## config.mk

```make
export PLATFORM = sky130hd
export DESIGN_NAME = bk_sd_xfer
export DESIGN_NICKNAME = d
export VERILOG_FILES = /design/src/rtl/bk_sd_xfer.sv
export SDC_FILE = /design/constraint.sdc
export NUM_CORES = 1
export LEC_CHECK = 0
export BUFFER_PORTS_ARGS = -buffer_cell sky130_fd_sc_hd__buf_4
export CAP_MARGIN = 30
export CORE_ASPECT_RATIO = 1.75
export CORE_MARGIN = 4
export CORE_UTILIZATION = 30
export CTS_BUF_LIST = sky130_fd_sc_hd__clkbuf_4
export DETAILED_ROUTE_END_ITERATION = 8
export PLACE_DENSITY = 0.57
export SYNTH_ARGS = -nofsm -noshare
export SYNTH_HDL_FRONTEND = slang
export SYNTH_SLANG_ARGS = --single-unit
```

## constraint.sdc

```tcl
create_clock -name clk_sys -period 2.4 [get_ports clk_sys]
set_clock_uncertainty 0.15 [all_clocks]
set_input_delay 0.48 -clock clk_sys [delete_from_list [all_inputs] [get_ports clk_sys]]
set_output_delay 0.48 -clock clk_sys [all_outputs]
set_load 0.02 [all_outputs]
```

## src/rtl/bk_sd_xfer.sv

```systemverilog
// bk_sd_xfer: backup-RAM transfer controller.
// Moves cartridge save RAM between the BSRAM buffer and the mounted SD image,
// one sector per hps_io request. Load has priority over save. An ack watchdog
// aborts a stalled transfer and raises a sticky error flag.
//
// Optional feature: define BK_AUTOSAVE_EN to start a save automatically once the
// BSRAM has been written and then left idle for 2^AS_DELAY_W-1 cycles.
//
// Ports:
//   clk_sys      system clock
//   reset        asynchronous active-high reset
//   bk_ena       save image mounted, writable and RAM present
//   ram_mask     backup RAM byte mask (bytes-1), 0 = no RAM
//   load_req     OSD load level (rising edge acts)
//   save_req     OSD save level (rising edge acts)
//   mount_load   pulse at end of ROM download, requests an auto-load
//   img_size_nz  mounted image size is nonzero
//   bsram_wr     BSRAM write strobe (autosave only)
//   sd_ack       hps_io sector acknowledge
//   sd_lba       current sector
//   sd_rd/sd_wr  sector read/write request
//   bk_loading   load in progress (holds core in reset)
//   busy         transfer in progress
//   done         one-cycle pulse on successful completion
//   error        sticky ack-timeout flag
module bk_sd_xfer #(
    parameter int unsigned MASK_W     = 24,
    parameter int unsigned LBA_W      = 32,
    parameter int unsigned SECT_SHIFT = 9,
    parameter int unsigned TO_W       = 24,
    parameter int unsigned AS_DELAY_W = 26
) (
    input  logic              clk_sys,
    input  logic              reset,
    input  logic              bk_ena,
    input  logic [MASK_W-1:0] ram_mask,
    input  logic              load_req,
    input  logic              save_req,
    input  logic              mount_load,
    input  logic              img_size_nz,
    input  logic              bsram_wr,
    input  logic              sd_ack,
    output logic [LBA_W-1:0]  sd_lba,
    output logic              sd_rd,
    output logic              sd_wr,
    output logic              bk_loading,
    output logic              busy,
    output logic              done,
    output logic              error
);

    localparam int unsigned LAST_W = MASK_W - SECT_SHIFT;

    typedef enum logic [0:0] {StIdle, StXfer} state_t;

    state_t            state_q, state_d;
    logic [LBA_W-1:0]  lba_q, lba_d;
    logic              rd_q, rd_d, wr_q, wr_d;
    logic              ldg_q, ldg_d;
    logic              busy_q, busy_d;
    logic              done_q, done_d;
    logic              err_q, err_d;
    logic [TO_W-1:0]   to_q, to_d;
    logic              ack_q;
    logic              prev_ld_q, prev_sv_q;

    logic              ld_lvl, sv_lvl, ld_e, sv_e;
    logic              ack_rise, ack_fall;
    logic              mask_nz, ld_start, sv_start, start;
    logic              as_fire;
    logic [LBA_W-1:0]  last;

    assign ld_lvl   = load_req & bk_ena;
    assign sv_lvl   = save_req & bk_ena;
    assign ld_e     = ld_lvl & ~prev_ld_q;
    assign sv_e     = sv_lvl & ~prev_sv_q;
    assign ack_rise = sd_ack & ~ack_q;
    assign ack_fall = ~sd_ack & ack_q;
    assign mask_nz  = (ram_mask != '0);
    assign ld_start = ld_e | (mount_load & img_size_nz & bk_ena);
    assign sv_start = sv_e | as_fire;
    assign start    = (state_q == StIdle) & mask_nz & (ld_start | sv_start);

    // Last sector index: mask bits above the sector offset, zero-extended.
    always_comb begin
        last = '0;
        for (int i = 0; i < LBA_W; i++) begin
            if (i < LAST_W) last[i] = ram_mask[i + SECT_SHIFT];
        end
    end

    always_comb begin
        state_d = state_q;
        lba_d   = lba_q;
        rd_d    = rd_q;
        wr_d    = wr_q;
        ldg_d   = ldg_q;
        busy_d  = busy_q;
        done_d  = 1'b0;
        err_d   = err_q;
        to_d    = to_q;
        unique case (state_q)
            StIdle: begin
                if (start) begin
                    state_d = StXfer;
                    lba_d   = '0;
                    rd_d    = ld_start;
                    wr_d    = ~ld_start;
                    ldg_d   = ld_start;
                    busy_d  = 1'b1;
                    err_d   = 1'b0;
                    to_d    = '0;
                end
            end
            StXfer: begin
                to_d = to_q + 1'b1;
                if (to_q == '1) begin
                    // Watchdog expired: abandon the transfer without a done pulse.
                    state_d = StIdle;
                    rd_d    = 1'b0;
                    wr_d    = 1'b0;
                    err_d   = 1'b1;
                    busy_d  = 1'b0;
                    ldg_d   = 1'b0;
                end else begin
                    if (ack_rise) begin
                        rd_d = 1'b0;
                        wr_d = 1'b0;
                        to_d = '0;
                    end
                    if (ack_fall) begin
                        to_d = '0;
                        if (lba_q >= last) begin
                            state_d = StIdle;
                            busy_d  = 1'b0;
                            ldg_d   = 1'b0;
                            done_d  = 1'b1;
                        end else begin
                            // bk_loading still holds the transfer direction here.
                            lba_d = lba_q + 1'b1;
                            rd_d  = ldg_q;
                            wr_d  = ~ldg_q;
                        end
                    end
                end
            end
            default: state_d = StIdle;
        endcase
    end

    always_ff @(posedge clk_sys or posedge reset) begin
        if (reset) begin
            state_q   <= StIdle;
            lba_q     <= '0;
            rd_q      <= 1'b0;
            wr_q      <= 1'b0;
            ldg_q     <= 1'b0;
            busy_q    <= 1'b0;
            done_q    <= 1'b0;
            err_q     <= 1'b0;
            to_q      <= '0;
            ack_q     <= 1'b0;
            prev_ld_q <= 1'b0;
            prev_sv_q <= 1'b0;
        end else begin
            state_q   <= state_d;
            lba_q     <= lba_d;
            rd_q      <= rd_d;
            wr_q      <= wr_d;
            ldg_q     <= ldg_d;
            busy_q    <= busy_d;
            done_q    <= done_d;
            err_q     <= err_d;
            to_q      <= to_d;
            ack_q     <= sd_ack;
            prev_ld_q <= ld_lvl;
            prev_sv_q <= sv_lvl;
        end
    end

`ifdef BK_AUTOSAVE_EN
    logic                  dirty_q, dirty_d;
    logic [AS_DELAY_W-1:0] as_q, as_d;

    assign as_fire = dirty_q & (as_q == '1) & bk_ena & mask_nz;

    always_comb begin
        dirty_d = dirty_q;
        as_d    = as_q;
        // Any save start snapshots the RAM; a completed load makes it clean.
        if (start && !ld_start) dirty_d = 1'b0;
        if (done_d && ldg_q) dirty_d = 1'b0;
        if (bsram_wr && !ldg_q) dirty_d = 1'b1;
        if (bsram_wr || start) begin
            as_d = '0;
        end else if (dirty_q && state_q == StIdle && as_q != '1) begin
            as_d = as_q + 1'b1;
        end
    end

    always_ff @(posedge clk_sys or posedge reset) begin
        if (reset) begin
            dirty_q <= 1'b0;
            as_q    <= '0;
        end else begin
            dirty_q <= dirty_d;
            as_q    <= as_d;
        end
    end
`else
    logic unused_as;
    assign as_fire   = 1'b0;
    assign unused_as = bsram_wr & (AS_DELAY_W > 0);
`endif

    assign sd_lba     = lba_q;
    assign sd_rd      = rd_q;
    assign sd_wr      = wr_q;
    assign bk_loading = ldg_q;
    assign busy       = busy_q;
    assign done       = done_q;
    assign error      = err_q;

endmodule
```

==> metrics.csv, run 1 <==
metric,value,unit
status,finished clean,
grt_pass1_wl,17600,um
arrival,2.51,ns
regArea,1660,um^2
io_buffer_count,69,
syn_avg_cell_area,9.19,um^2
gp_congestion,0.791,
fp-row-count,53,
root_buffer,clkbuf_4,
grt-ovfl-total,0,
cap_violations,0,
dr.pass1.iters,4,
ir_drop,0.000204,V
drive_above_1_share,36.9,%
remaining_drc_errors,0,
fp.coreArea,12000,um^2
track_usage,15.4,%
die_area,14100,um^2
hp-class,primary input to flop,
grt_antenna_before_repair,0,
p_comb_share,30.7,%
fmax,431,MHz
fin_area,5280,um^2
rsz0062_at_grt,yes,
die_x,91.6,um
wire_per_inst,15.1,um
synthXorXnorAreaFrac,0.716,%
end_kind,flop,
drt_iter0_drc,146,
hpwlAfterDp,8080,um
powerDensity,541,nW/um^2
ant_nets,0,
syn_area,3670,um^2
syn2layout_area_growth,44.0,%
slew_headroom,71.2,%
via_per_inst,5.04,
p_leak,2.48,nW
swShare,36.2,%
netlist_instances,399,
clock_latency,0.43,ns
multiInputGateArea,2160,um^2
fillers,1157,
internal_power,1.82,mW
clock_path_buffers,2,
dominantRegCellSynth,dfrtp_1,
final_cell_mix,"buf_4 (126), dfrtp_1 (63), inv_1 (31), nand3_1 (24), nand2_1 (23)",
crit_required,2.59,ns
via_count,3536,
cts-buffers-inserted,9,
drv_slew,0,
synth_edf_count,0,
cp-start-kind,flop,
io_pins,71,
timing_worst_setup_path_type,flop to flop,
synth_fa_ha_area_share,5.80,%
ys_ff_latch,66,
htreeDepth,3,
synth_top_family_by_area,simple AND/OR/NAND/NOR gates,
yosysWarningCount,0,
diodes,0,
setup_viol,0,
cts_tree,done,
post-route-util,44.0,%
worst_pin_slew,0.432,ns
synth_compound_area_share,18.0,%
p_clk_share,24.9,%
largest_reg_flops,32,
pwr-share-seq,44.4,%
synth_mux_area_share,1.36,%
grt_max_degree,52,
path_max_fanout,7,
cts.sinks,66,
yosysUniqueCellTypes,55,
p_total,2.86,mW
yosys.area_share.simple,24.5,%
nets,581,
finalSetupTns,0,ns
placed_area,4840,um^2
fp.dieH,154,um
min_period,2.32,ns
synth_nets,449,
finalHoldViolCount,0,
path_clk_slew,0.12,ns
initial_core_util,30.6,%
synth_seq_area_share,45.0,%
final.period_utilization,96.7,%
async_reset_ff_share,100,%
final_common_cell,buf_4,
grt_pass1_vias,3618,
worst_hold_slack,0.0860,ns
routed_wl,10600,um
p_sw,1.03,mW
==> worst max-delay path: stages, from the launching register on <==
cell and delay, ns:
dfrtp_2 0.45, ha_4 0.28, nand4b_1 0.13, buf_4 0.18
nor4_4 0.26, a22oi_2 0.14, buf_6 0.16, a31oi_2 0.21
a21oi_1 0.10, o221ai_1 0.18
==> Yosys cell counts, types with 4 or more instances <==
master,number,share of area [%]
a21o_1,6,1.2
and3_1,7,1.2
nor2_1,19,1.9
o21ai_0,22,3.0
a22o_1,6,1.4
nand2b_1,4,0.68
mux2i_1,5,1.4
inv_1,33,3.4
nor3_1,4,0.55
or3_1,13,2.2
clkbuf_1,8,0.82
dfrtp_1,66,45
a21oi_1,32,4.4
nor4_1,18,3.1
ha_1,17,5.8
nand4_1,7,1.2
nand2_1,24,2.5
nand3_1,26,3.5
o21ai_1,9,1.2
and2_1,20,3.4
o311ai_1,4,0.95
nor3b_1,4,0.82
==> cell type report <==
cell class / count / share of cell area [%]
clock buffer: 9 / 1.28
inverter: 34 / 2.42
timing repair buffer: 131 / 19.1
tap: 165 / 3.91
clock inverter: 7 / 1.11
multi-input combinational: 289 / 40.8
sequential: 66 / 31.3
==> metrics by stage <==
step / cells / setup WS, ns
6_report: 701 / 0.0795
5_1_grt: 701 / -0.0444
4_1_cts: 699 / 0.0166
3_5_place_dp: 682 / -0.248
3_3_place_gp: 682 / -0.216
2_1_floorplan: 399 / -0.0311
==> repair_timing <==
action,in CTS,in global routing
endpoints found under the hold margin,15,0
pin swaps,3,7
hold buffers,1,0
gates cloned,0,0
endpoints found under the setup margin,8,35
buffers inserted,0,2
resized for setup,6,45
==> per-layer routing <==
metal | up-vias | wire (um) | part of all wire, % | global-route usage, %
met2 | 65 | 6090 | 58 | 29.3
met5 | - | 0 | 0 | 0
met3 | 14 | 389 | 3.7 | 3.21
met1 | 1730 | 3930 | 37 | 16.2
met4 | 0 | 171 | 1.6 | 5.61
li1 | 1727 | - | - | -
==> path summary, 6_finish.rpt <==
check / endpoint / slack (ns) / cells past startpoint / startpoint
max: sd_rd$_DFFE_PP0P_ / 0.08 / 9 / sd_lba[13]$_DFFE_PP0P_
max reg2reg: sd_rd$_DFFE_PP0P_ / 0.08 / 9 / sd_lba[13]$_DFFE_PP0P_
min: ack_q$_DFF_PP0_ / 0.09 / 1 / sd_ack
min reg2reg: to_q[15]$_DFFE_PP0P_ / 0.36 / 1 / to_q[15]$_DFFE_PP0P_
max in group asynchronous: sd_lba[0]$_DFFE_PP0P_ / 1.07 / 4 / reset
min in group asynchronous: sd_lba[22]$_DFFE_PP0P_ / 0.41 / 3 / reset
==> power groups by stage <==
stage                     logic (mW)  registers [mW]  clock network [mW]
final                          0.876            1.27               0.711
after global routing           0.982            1.28               0.789
after CTS                      0.861            1.27               0.741
after detailed placement       0.851            1.29                   0
after global placement         0.836            1.29                   0
after floorplan                0.361            1.37                   0
==> logic make-up (layout without fill, tap and decap cells) <==
logic type	after synthesis	after routing
AOI/OAI and AO/OA	103	103
and+or+nand+nor	161	161
DFF	66	66
buffers and inverters	44	181
xor gates and xnor gates	3	3
adders and majority gates	17	17
muxes	5	5
(Power assumes the default switching activity.)
==> inputs of run 2 (changes only) <==
--- a/config.mk
+++ b/config.mk
@@ -10,7 +10,6 @@
 export CORE_ASPECT_RATIO = 1.75
 export CORE_MARGIN = 4
 export CORE_UTILIZATION = 30
-export CTS_BUF_LIST = sky130_fd_sc_hd__clkbuf_4
 export DETAILED_ROUTE_END_ITERATION = 8
 export PLACE_DENSITY = 0.57
 export SYNTH_ARGS = -nofsm -noshare
==> constraint.sdc (replaced) <==
create_clock -name clk_sys -period 1.9 [get_ports clk_sys]
set_clock_uncertainty 0.15 [all_clocks]
set_input_delay 0.38 -clock clk_sys [delete_from_list [all_inputs] [get_ports clk_sys]]
set_output_delay 0.38 -clock clk_sys [all_outputs]
set_load 0.02 [all_outputs]
==> metrics.csv, run 2 (synthesis results as in run 1) <==
metric,value,unit,change
final_common_cell,buf_4,,
finalHoldViolCount,0,,unchanged
htreeDepth,3,,unchanged
routed_wl,13400,um,+27%
cts_tree,done,,
dp_cells,747,,+9.5%
track_usage,19.0,%,+3.6 points
hp-class,primary input to flop,,
post-route-util,56.1,%,+12 points
io_buffer_count,69,,unchanged
hpwlAfterDp,9170,um,+14%
io_pins,71,,unchanged
layout.cells.non_filler,802,,+14%
cts-buffers-inserted,9,,unchanged
status,finished with violations,,
die_x,91.6,um,unchanged
placed_area,5500,um^2,+14%
path_clk_slew,0.06,ns,-0.06 ns
largest_reg_flops,32,,unchanged
r2r-end,sd_lba[13]$_DFFE_PP0P_,,
fp-row-count,53,,unchanged
fin_area,6730,um^2,+27%
fp.dieH,154,um,unchanged
final_cell_mix,"buf_4 (199), dfrtp_1 (55), inv_1 (31), buf_6 (28), nand2_1 (22)",,
r2r-start,sd_lba[13]$_DFFE_PP0P_,,
p_total,4.76,mW,+67%
path_max_fanout,7,,unchanged
ant_nets,0,,unchanged
cap_violations,0,,unchanged
timing_worst_setup_path_type,flop to flop,,
fmax,442,MHz,+2.6%
final.period_utilization,119,%,+22 points
rsz0062_at_grt,yes,,
arrival,2.37,ns,-0.14 ns
nets,682,,+17%
cts.sinks,66,,unchanged
remaining_drc_errors,0,,unchanged
hold_path_end,ack_q$_DFF_PP0_,,
min_from,sd_ack,,
slew_headroom,68.2,%,-3.0 points
cp-start-kind,flop,,
powerDensity,707,nW/um^2,+31%
setup_viol,46,,+46
grt_pass1_wl,21100,um,+20%
drt_iter0_drc,148,,+1.4%
die_area,14100,um^2,unchanged
gp_congestion,0.851,,+7.6%
clock_path_buffers,2,,unchanged
dr.pass1.iters,4,,unchanged
initial_core_util,30.6,%,unchanged
hold_depth,1,,unchanged
via_per_inst,5.07,,+0.43%
drv_slew,0,,unchanged
rrSetupSlack,-0.36,ns,-0.44 ns
root_buffer,clkbuf_16,,
fp.coreArea,12000,um^2,unchanged
syn2layout_area_growth,83.4,%,
violations,negative setup slack,,
grt-ovfl-total,0,,unchanged
worst-r2r-cell-count,9,,unchanged
grt_antenna_before_repair,0,,unchanged
grt_max_degree,36,,-31%
fin_ws,-0.361,ns,-0.441 ns
crit_required,2.01,ns,-0.58 ns
diodes,0,,unchanged
worst_pin_slew,0.476,ns,+0.0439 ns
min_period,2.26,ns,-0.0593 ns
ir_drop,0.000703,V,+240%
grt_pass1_vias,4367,,+21%
drive_above_1_share,56.5,%,+20 points
wire_per_inst,16.7,um,+11%
via_count,4063,,+15%
end_kind,flop,,
p_leak,3.20,nW,+29%
pre_cts_ws,-0.591,ns,-0.343 ns
clock_latency,0.34,ns,-0.09 ns
## run 2: changes by cell type in the layout (fill, tap and decap cells not counted), sizes merged
cell      change
buf         +100
clkinv        +3
clkinvlp      +2
inv           -5
o21ai         +1
## run 2: what timing repair did
item	4_1_cts	5_1_grt
gates cloned	2	0
setup endpoints to repair	46	48
gates resized for setup	98	40
endpoints found under the hold margin	18	0
hold buffers	1	0
setup buffers	24	16
pin swaps	49	25
## run 2: critical path, stage by stage (launching register included)
cell and delay [ns]:
dfrtp_2 0.42, ha_4 0.25, nand4b_1 0.11, buf_4 0.15, nor2_1 0.05, a22oi_2 0.19, buf_6 0.18, nand3_4 0.11
or4_4 0.43, a21oi_2 0.13
## run 2: final cells by class
cell class,count,area [um^2]
tap,165,206
multi-input combinational,290,2590
fill,1047,5270
clock buffer,9,225
sequential,66,1670
timing repair buffer,231,1860
clock inverter,7,53.8
inverter,34,133
## run 2: layer usage
metal / share of wire, % / track usage, % / vias to the layer above
li1: - / - / 1933
met1: 35 / 17.9 / 2011
met2: 59 / 37.2 / 88
met3: 3.0 / 3.55 / 31
met4: 3.2 / 10.3 / 0
met5: 0 / 0 / -
## run 2: report_power, final
| part | total (mW) | switching [mW] | leakage, nW | internal, mW |
|---|---|---|---|---|
| Sequential | 1.63 | 0.111 | 0.885 | 1.51 |
| Clock | 1.57 | 0.681 | 0.128 | 0.888 |
| Combinational | 1.56 | 0.799 | 2.19 | 0.766 |
## run 2: worst max-delay path by stage
stage                                      start                endpoint  slack, ns  cells past startpoint
after floorplan           sd_lba[13]$_DFFE_PP0P_   sd_lba[6]$_DFFE_PP0P_      -0.43                      8
after global placement              ram_mask[22]   sd_lba[5]$_DFFE_PP0P_      -0.55                     10
after detailed placement            ram_mask[22]   sd_lba[5]$_DFFE_PP0P_      -0.59                     10
after CTS                 sd_lba[13]$_DFFE_PP0P_  bk_loading$_DFFE_PP0P_      -0.37                     10
after global routing      sd_lba[25]$_DFFE_PP0P_   sd_lba[7]$_DFFE_PP0P_      -0.47                      9
final                     sd_lba[13]$_DFFE_PP0P_  sd_lba[13]$_DFFE_PP0P_      -0.36                      9
## run 2: through the flow
step	hold WS (ns)	TNS, ns
after floorplan	0.261	-5.83
final	0.0622	-12.13
after CTS	0.0460	-10.33
after global routing	0.0557	-16.70
after detailed placement	0.287	-24.82
after global placement	0.284	-24.03
